<file path="src/rtl/fetch_pc_unit.sv">
// rtl/fetch_pc_unit.sv - F-stage program counter, next-PC select and F/D pipeline register
// The delay slot is never squashed, so a redirect only steers F_pc and D takes whatever F fetched.
module fetch_pc_unit #(
    parameter logic [31:0] PC_BASE  = 32'h0000_3000,
    parameter int          IM_WORDS = 4096
) (
    input  logic        clk,
    input  logic        reset,
    input  logic        stall,
    input  logic [31:0] F_instr,
    input  logic [1:0]  D_npc_op,
    input  logic        D_br_taken,
    input  logic [15:0] D_imm16,
    input  logic [25:0] D_imm26,
    input  logic [31:0] D_rs_data,
    output logic [31:0] F_pc,
    output logic [31:0] D_pc,
    output logic [31:0] D_instr,
    output logic        D_adel,
    output logic        D_valid
);

    localparam logic [31:0] PC_LAST = PC_BASE + (32'(IM_WORDS) << 2) - 32'd4;

    localparam logic [1:0] NPC_SEQ    = 2'd0;
    localparam logic [1:0] NPC_BRANCH = 2'd1;
    localparam logic [1:0] NPC_JUMP   = 2'd2;
    localparam logic [1:0] NPC_JREG   = 2'd3;

    logic [31:0] npc;
    logic [31:0] br_offset;
    logic        f_pc_legal;

    assign br_offset  = {{14{D_imm16[15]}}, D_imm16, 2'b00};
    assign f_pc_legal = (F_pc[1:0] == 2'b00) && (F_pc >= PC_BASE) && (F_pc <= PC_LAST);

    always_comb begin
        npc = F_pc + 32'd4;
        case (D_npc_op)
            NPC_SEQ:    npc = F_pc + 32'd4;
            NPC_BRANCH: npc = D_br_taken ? (D_pc + 32'd4 + br_offset) : (F_pc + 32'd4);
            NPC_JUMP:   npc = {D_pc[31:28], D_imm26, 2'b00};
            NPC_JREG:   npc = D_rs_data;
            default:    npc = F_pc + 32'd4;
        endcase
    end

    // Illegal fetches keep going sequentially; the fault is only tagged for later stages.
    always_ff @(posedge clk) begin
        if (reset) begin
            F_pc    <= PC_BASE;
            D_pc    <= PC_BASE;
            D_instr <= 32'd0;
            D_adel  <= 1'b0;
            D_valid <= 1'b0;
        end else if (!stall) begin
            F_pc    <= npc;
            D_pc    <= F_pc;
            D_valid <= 1'b1;
            if (f_pc_legal) begin
                D_instr <= F_instr;
                D_adel  <= 1'b0;
            end else begin
                D_instr <= 32'd0;
                D_adel  <= 1'b1;
            end
        end
    end

endmodule

</file>
<file path="config.mk">
export PLATFORM = sky130hd
export DESIGN_NAME = fetch_pc_unit
export DESIGN_NICKNAME = d
export VERILOG_FILES = /design/src/rtl/fetch_pc_unit.sv
export SDC_FILE = /design/constraint.sdc
export NUM_CORES = 1
export LEC_CHECK = 0
export ABC_AREA = 1
export CORE_MARGIN = 5
export CORE_UTILIZATION = 54
export CTS_BUF_LIST = sky130_fd_sc_hd__clkbuf_8 sky130_fd_sc_hd__clkbuf_16
export DETAILED_ROUTE_END_ITERATION = 12
export GPL_TIMING_DRIVEN = 0
export PLACE_DENSITY_LB_ADDON = 0.05
export SLEW_MARGIN = 10
export SYNTH_ARGS = -nofsm -noshare
export SYNTH_HDL_FRONTEND = slang
export SYNTH_SLANG_ARGS = --single-unit
</file>
<file path="constraint.sdc">
create_clock -name clk -period 4.3 [get_ports clk]
set_input_delay 0.86 -clock clk [delete_from_list [all_inputs] [get_ports clk]]
set_output_delay 0.86 -clock clk [all_outputs]
set_load 0.05 [all_outputs]
</file>
==> reports/metrics.cfg, run 1 <==
[floorplanning]
die_area_mm2 = 0.0168
fp.dieW_um = 129
rows = 43
core_area_mm2 = 0.0139
start_util_pct = 55.3
pin_count = 210
die_h_um = 129

[logic_synthesis]
yosysSeqAreaShare_pct = 25.5
synth_area_leaders = dfxtp_1, nand2_1, inv_1
syn-mean-instance-area_um2 = 6.19
synth_area_mm2 = 0.00771
synth_cell_type_count = 51
synth-edff-count = 0
ys_ff_latch = 98
synth-main-ff-cell = dfxtp_1
syn_inst = 1245
netlist.area_leader.share_pct = 25.5
yosys.area.top_type = dfxtp_1
yosys_warnings = 0
async_flop_share_pct = 0
syn-num-nets = 1417

[place]
gp_congestion = 1.02
port_buffers = 208
dp.cells = 1633
place_hpwl_um = 24800

[sta]
finalSetupTns_ps = 0
period_needed_ps = 3640
max_freq_mhz = 275
fin_skew_ps = 15.4
rsz0062_at_grt = false
setup_viol = 0
timing.slew.headroom_pct = 40.7
fin_crit_sh_pct = 84.6
worst_slew_pin_slew_ps = 890
slew_viol_final = 0
hold_viol = 0

[global_route]
grt_start_max_net_pins = 19
overflow = 0
grt_pass1_wl_um = 47200
track_usage_pct = 36.0
antenna_found_initial = 0
grt_pass1_vias = 9049

[routing]
drtAntennaViolNets = 0
drcViolationCount = 0
drt_wl_total_um = 30800
vias_per_cell = 5.72
via_count = 9430
first_pass_iters = 6
wl_per_cell_um = 18.7
first_iter_violations = 986

[setup_path]
worstPathRequired_ps = 4530
crit_arrival_ps = 3870
slowest_delay_ps = 930
worst_path_max_delay_cell = clkdlybuf4s50_1
path_buf_inv = 2
cp-end-kind = flop
critPathKind = input pin to flop
path_delay_family = simple AND/OR/NAND/NOR gates
cp-start-kind = input pin
cp_max_fo = 15
regToRegSetupSlack_ps = 1320
cp_cell_sequence = clkdlybuf4s50_1 > ha_1 > ha_1 > nand2_1 > nor2_1 > inv_1 > nor3_1 > nand3_1 > nand3_1 > nand2_1 > nand3_1 > nand2_1 > nor2_1 > nor2_1

[final_layout]
fillers = 1154
layout_common_cells = nand2_1, clkdlybuf4s50_1, inv_1
instances_no_fill = 1649
drive_gt1_share_pct = 4.70
diodes = 0
syn_to_final_growth_pct = 33.6
nets = 1636
mostFrequentLayoutCell = nand2_1

[clocking]
path_clk_slew_ps = 80
cts_buffer_depth = 2
cts_tree = done
cts_setup_buffers = 0
htreeDepth = 3
cts-buffers-inserted = 9
cts_root_buffer = clkbuf_16
clk_latency_ps = 360
postCtsHoldBufs = 0
ctsResizeCount = 0
cts_sinks = 98

[worst_hold_path]
min_path_type = flop to flop

[outcome]
status = complete, no violations

[power]
power.density_mw_per_mm2 = 272
leakagePower_uw = 0.00472
peakVddDrop_mv = 0.295

[run]
drv_cap = 0

==> metrics by stage <==
step / hold slack (ps) / area, um2 / worst slack, ps / total power (uW) / utilization (%)
6_report: 468 / 10300 / 663 / 2800 / 73.9
5_1_grt: 482 / 10300 / 434 / 2920 / 73.9
3_5_place_dp: 457 / 10000 / 339 / 2000 / 71.9
2_1_floorplan: 686 / 7710 / 1600 / 1620 / -
4_1_cts: 467 / 10300 / 682 / 2770 / 73.9
3_3_place_gp: 450 / 10000 / 363 / 1980 / 71.9
==> routing by layer <==
layer / vias to the layer above / global-route usage, % / share of wire [%]
met5: - / 0 / 0
met4: 0 / 16.6 / 4.5
met3: 100 / 7.46 / 9.7
met2: 540 / 61.4 / 47
met1: 4304 / 43.7 / 39
li1: 4486 / - / -
==> sequential cells by signal, summed over array words and instances, names as in the netlist <==
signal   flops
D_adel       1
F_pc        32
D_pc        32
D_instr     32
D_valid      1
==> kinds of logic (layout without fill, tap and decap cells) <==
logic type / after synthesis / count (layout) / synth area share (%)
flip-flops: 98 / 98 / 25.5
AO/OA/AOI/OAI: 244 / 244 / 17.3
AND/OR/NAND/NOR: 590 / 590 / 34.0
buffers and inverters: 246 / 470 / 12.6
adder cells (fa/ha/maj): 60 / 60 / 9.84
XOR/XNOR: 7 / 7 / 0.795
==> report_power, final <==
part           switching, uW  total (uW)  internal, uW
combinational            630         984           353
sequential              70.0        1020           954
clock                    390         795           405
==> final cells by class <==
type	count	area [um2]	area share, %
Clock inverter	7	60.1	0.583
Sequential cell	98	1960	19.0
Buffer	43	210	2.04
Tap cell	180	225	2.19
Clock buffer	9	225	2.19
Timing Repair Buffer	208	2080	20.2
Inverter	203	762	7.40
Multi-Input combinational cell	901	4770	46.3
==> worst register-to-register path: stages, from the launching register on <==
cell,delay (ps)
dfxtp_1,340
ha_1,280
ha_1,250
inv_1,80
fa_1,490
inv_1,120
nand3_1,70
nand3_1,250
nand3_1,110
nand2_1,200
nand3_1,150
nand3_1,100
nand2_1,50
nand3_1,170
nand3b_1,110
nand2_1,70
inv_1,40
==> cells in the mapped netlist, types with 6 or more instances <==
master	instances
nand4_1	29
o2111ai_1	6
o21ai_0	92
ha_1	59
inv_1	201
nor3_1	14
dfxtp_1	98
a21oi_1	109
nand2_2	11
nand2_1	331
o211ai_1	6
a21oi_2	9
clkbuf_1	29
nor2_1	99
nand3_1	69
==> final timing paths <==
path / start / end / cells past startpoint
max: D_imm16[15] / F_pc[24] / 14
min: D_instr[18] / D_instr[18] / 2
max reg2reg: D_pc[3] / F_pc[27] / 16
min reg2reg: D_instr[18] / D_instr[18] / 2
Power figures use the tool's default switching activity.
==> inputs of run 2 (changes only) <==
CORE_UTILIZATION = 50   (was 54)
clock period = 3.66 ns   (was 4.3 ns; I/O delays follow)
==> reports/metrics.cfg, run 2 (same netlist as run 1, synthesis figures left out) <==
[outcome]
status = complete, no violations  ; unchanged

[setup_path]
regToRegSetupSlack_ps = 890  ; was 1320 ps
crit_arrival_ps = 3480  ; was 3870 ps
cp-end-kind = flop  ; unchanged
rr_worst_depth = 10  ; was 16
cp_cell_sequence = dlymetal6s2s_1 > ha_1 > ha_1 > nand2_1 > nor2_1 > inv_1 > nor3_1 > nand3_1 > nand3_1 > nand2_1 > nand3_1 > nand2_1 > nor2_1 > nor2_1  ; was clkdlybuf4s50_1 > ha_1 > ha_1 > nand2_1 > nor2_1 > inv_1 > nor3_1 > nand3_1 > nand3_1 > nand2_1 > nand3_1 > nand2_1 > nor2_1 > nor2_1
worstPathRequired_ps = 3900  ; was 4530 ps
r2r-end = F_pc[14]  ; was F_pc[27]
critPathKind = input pin to flop  ; unchanged
cp-start-kind = input pin  ; unchanged
cp_max_fo = 15  ; unchanged
worstReg2RegStart = D_pc[12]  ; was D_pc[3]
worst_path_max_delay_cell = dlymetal6s2s_1  ; was clkdlybuf4s50_1
slowest_delay_ps = 530  ; was 930 ps

[routing]
met1_length_um = 11800  ; was 11900 um
vias_per_cell = 5.60  ; was 5.72
wl_per_cell_um = 18.2  ; was 18.7 um
drt_wl_total_um = 30200  ; was 30800 um
drtAntennaViolNets = 0  ; unchanged
first_pass_iters = 6  ; unchanged
drcViolationCount = 0  ; unchanged
top_layer = met4  ; unchanged
first_iter_violations = 882  ; was 986
via_count = 9281  ; was 9430
dr_wl_met2_um = 13900  ; was 14600 um
met3WireLength_um = 3100  ; was 2990 um

[power]
p_seq_share_pct = 35.9  ; was 36.5%
swShare_pct = 36.6  ; was 38.9%
switching_power_uw = 1230  ; was 1090 uW
power.clock.fraction_pct = 30.0  ; was 28.4%
internal_power_uw = 2130  ; was 1710 uW
peakVddDrop_mv = 0.257  ; was 0.295 mV
power.density_mw_per_mm2 = 325  ; was 272 mW/mm2
p_comb_share_pct = 34.2  ; was 35.1%
leakagePower_uw = 0.00475  ; was 0.00472 uW

[global_route]
grt_start_max_net_pins = 16  ; was 19
grt_pass1_vias = 8883  ; was 9049
track_usage_pct = 32.9  ; was 36.0%
grt_pass1_wl_um = 46600  ; was 47200 um
overflow = 0  ; unchanged
antenna_found_initial = 0  ; unchanged

[floorplanning]
pin_count = 210  ; unchanged
die_area_mm2 = 0.0180  ; was 0.0168 mm2
rows = 45  ; was 43
start_util_pct = 50.9  ; was 55.3%
fp.dieW_um = 134  ; was 129 um
die_h_um = 134  ; was 129 um
core_area_mm2 = 0.0151  ; was 0.0139 mm2

[sta]
fin_crit_sh_pct = 88.5
rsz0062_at_grt = false  ; unchanged
fin_skew_ps = 7.73  ; was 15.4 ps
timing.slew.headroom_pct = 40.4  ; was 40.7%
hold_viol = 0  ; unchanged
worst_slew_pin_slew_ps = 894  ; was 890 ps
finalSetupTns_ps = 0  ; unchanged
slew_viol_final = 0  ; unchanged
period_needed_ps = 3240
fin_hold_ws_ps = 464  ; was 468 ps
max_freq_mhz = 309
worst_slack_ps = 419  ; was 663 ps
setup_viol = 0  ; unchanged

[clocking]
cts_root_buffer = clkbuf_16  ; unchanged
ctsResizeCount = 0  ; unchanged
clk_latency_ps = 350  ; was 360 ps
cts-buffers-inserted = 9  ; unchanged
cts_setup_buffers = 0  ; unchanged
cts_buffer_depth = 2  ; unchanged
cts_tree = done  ; unchanged
path_clk_slew_ps = 70  ; was 80 ps
cts_sinks = 98  ; unchanged
postCtsHoldBufs = 0  ; unchanged
htreeDepth = 3  ; unchanged

[place]
port_buffers = 208  ; unchanged
gp_congestion = 0.987  ; was 1.02
place_hpwl_um = 24500  ; was 24800 um
place_area_mm2 = 0.0100  ; about the same
dp.cells = 1641  ; was 1633
pre_cts_slack_ps = -273  ; was 339 ps

[final_layout]
final_area_mm2 = 0.0103  ; about the same
nets = 1636  ; unchanged
drive_gt1_share_pct = 4.56  ; was 4.70%
instances_no_fill = 1656  ; was 1649
syn_to_final_growth_pct = 34.1  ; was 33.6%
mostFrequentLayoutCell = nand2_1  ; unchanged
layout_common_cells = nand2_1, clkdlybuf4s50_1, inv_1  ; unchanged
diodes = 0  ; unchanged
largestRegisters = D_instr x32, D_pc x32, F_pc x32  ; unchanged

[worst_hold_path]
min_to = D_instr[20]  ; was D_instr[18]
min-delay-start = D_instr[20]  ; was D_instr[18]
min_path_type = flop to flop  ; unchanged
min_path_cells = 2  ; unchanged

[run]
drv_cap = 0  ; unchanged

==> run 2: layer usage <==
layer  up-vias  GRT usage (%)
li1       4495              -
met1      4208           39.4
met2       482           55.6
met3        96           8.36
met4         0           15.3
met5         -              0
==> run 2: how the worst max path moves through the flow <==
stage                     depth (start not counted)        to        start  slack (ps)
after floorplan                                  16  F_pc[27]   D_imm16[1]        1090
after global placement                           14  F_pc[24]  D_imm16[15]        -250
after detailed placement                         14  F_pc[24]  D_imm16[15]        -270
after CTS                                        14  F_pc[24]  D_imm16[15]          80
after global routing                             19  F_pc[27]   D_imm16[0]         290
final                                            14  F_pc[24]  D_imm16[15]         420
==> run 2: stage by stage <==
stage / power (uW) / utilization [%]
2_1_floorplan: 1900 / -
3_3_place_gp: 2330 / 66.2
3_5_place_dp: 2350 / 66.2
4_1_cts: 3340 / 68.2
5_1_grt: 3500 / 68.2
6_report: 3360 / 68.2
==> run 2: layout make-up <==
| cell class | instances | area [um2] |
|---|---|---|
| multi-input cells | 901 | 4770 |
| inverters | 203 | 762 |
| repair buffers | 208 | 2080 |
| well taps | 188 | 235 |
| fillers | 1372 | 4810 |
| flip-flops and latches | 98 | 1960 |
| clock inverters | 6 | 82.6 |
| clock buffers | 9 | 225 |
| plain buffers | 43 | 210 |
==> run 2: worst max-delay path: cells and delay by family <==
family	cells	cell delay, ps
and+or+nand+nor	10	1340
buffers and inverters	2	630
adders and majority gates	2	780
==> run 2: power groups by stage <==
stage | clock (uW) | combinational (uW) | sequential, uW
after floorplan | 0 | 519 | 1380
after global placement | 0 | 1110 | 1220
after detailed placement | 0 | 1130 | 1220
after CTS | 1010 | 1130 | 1200
after global routing | 1050 | 1250 | 1210
final | 1010 | 1150 | 1200
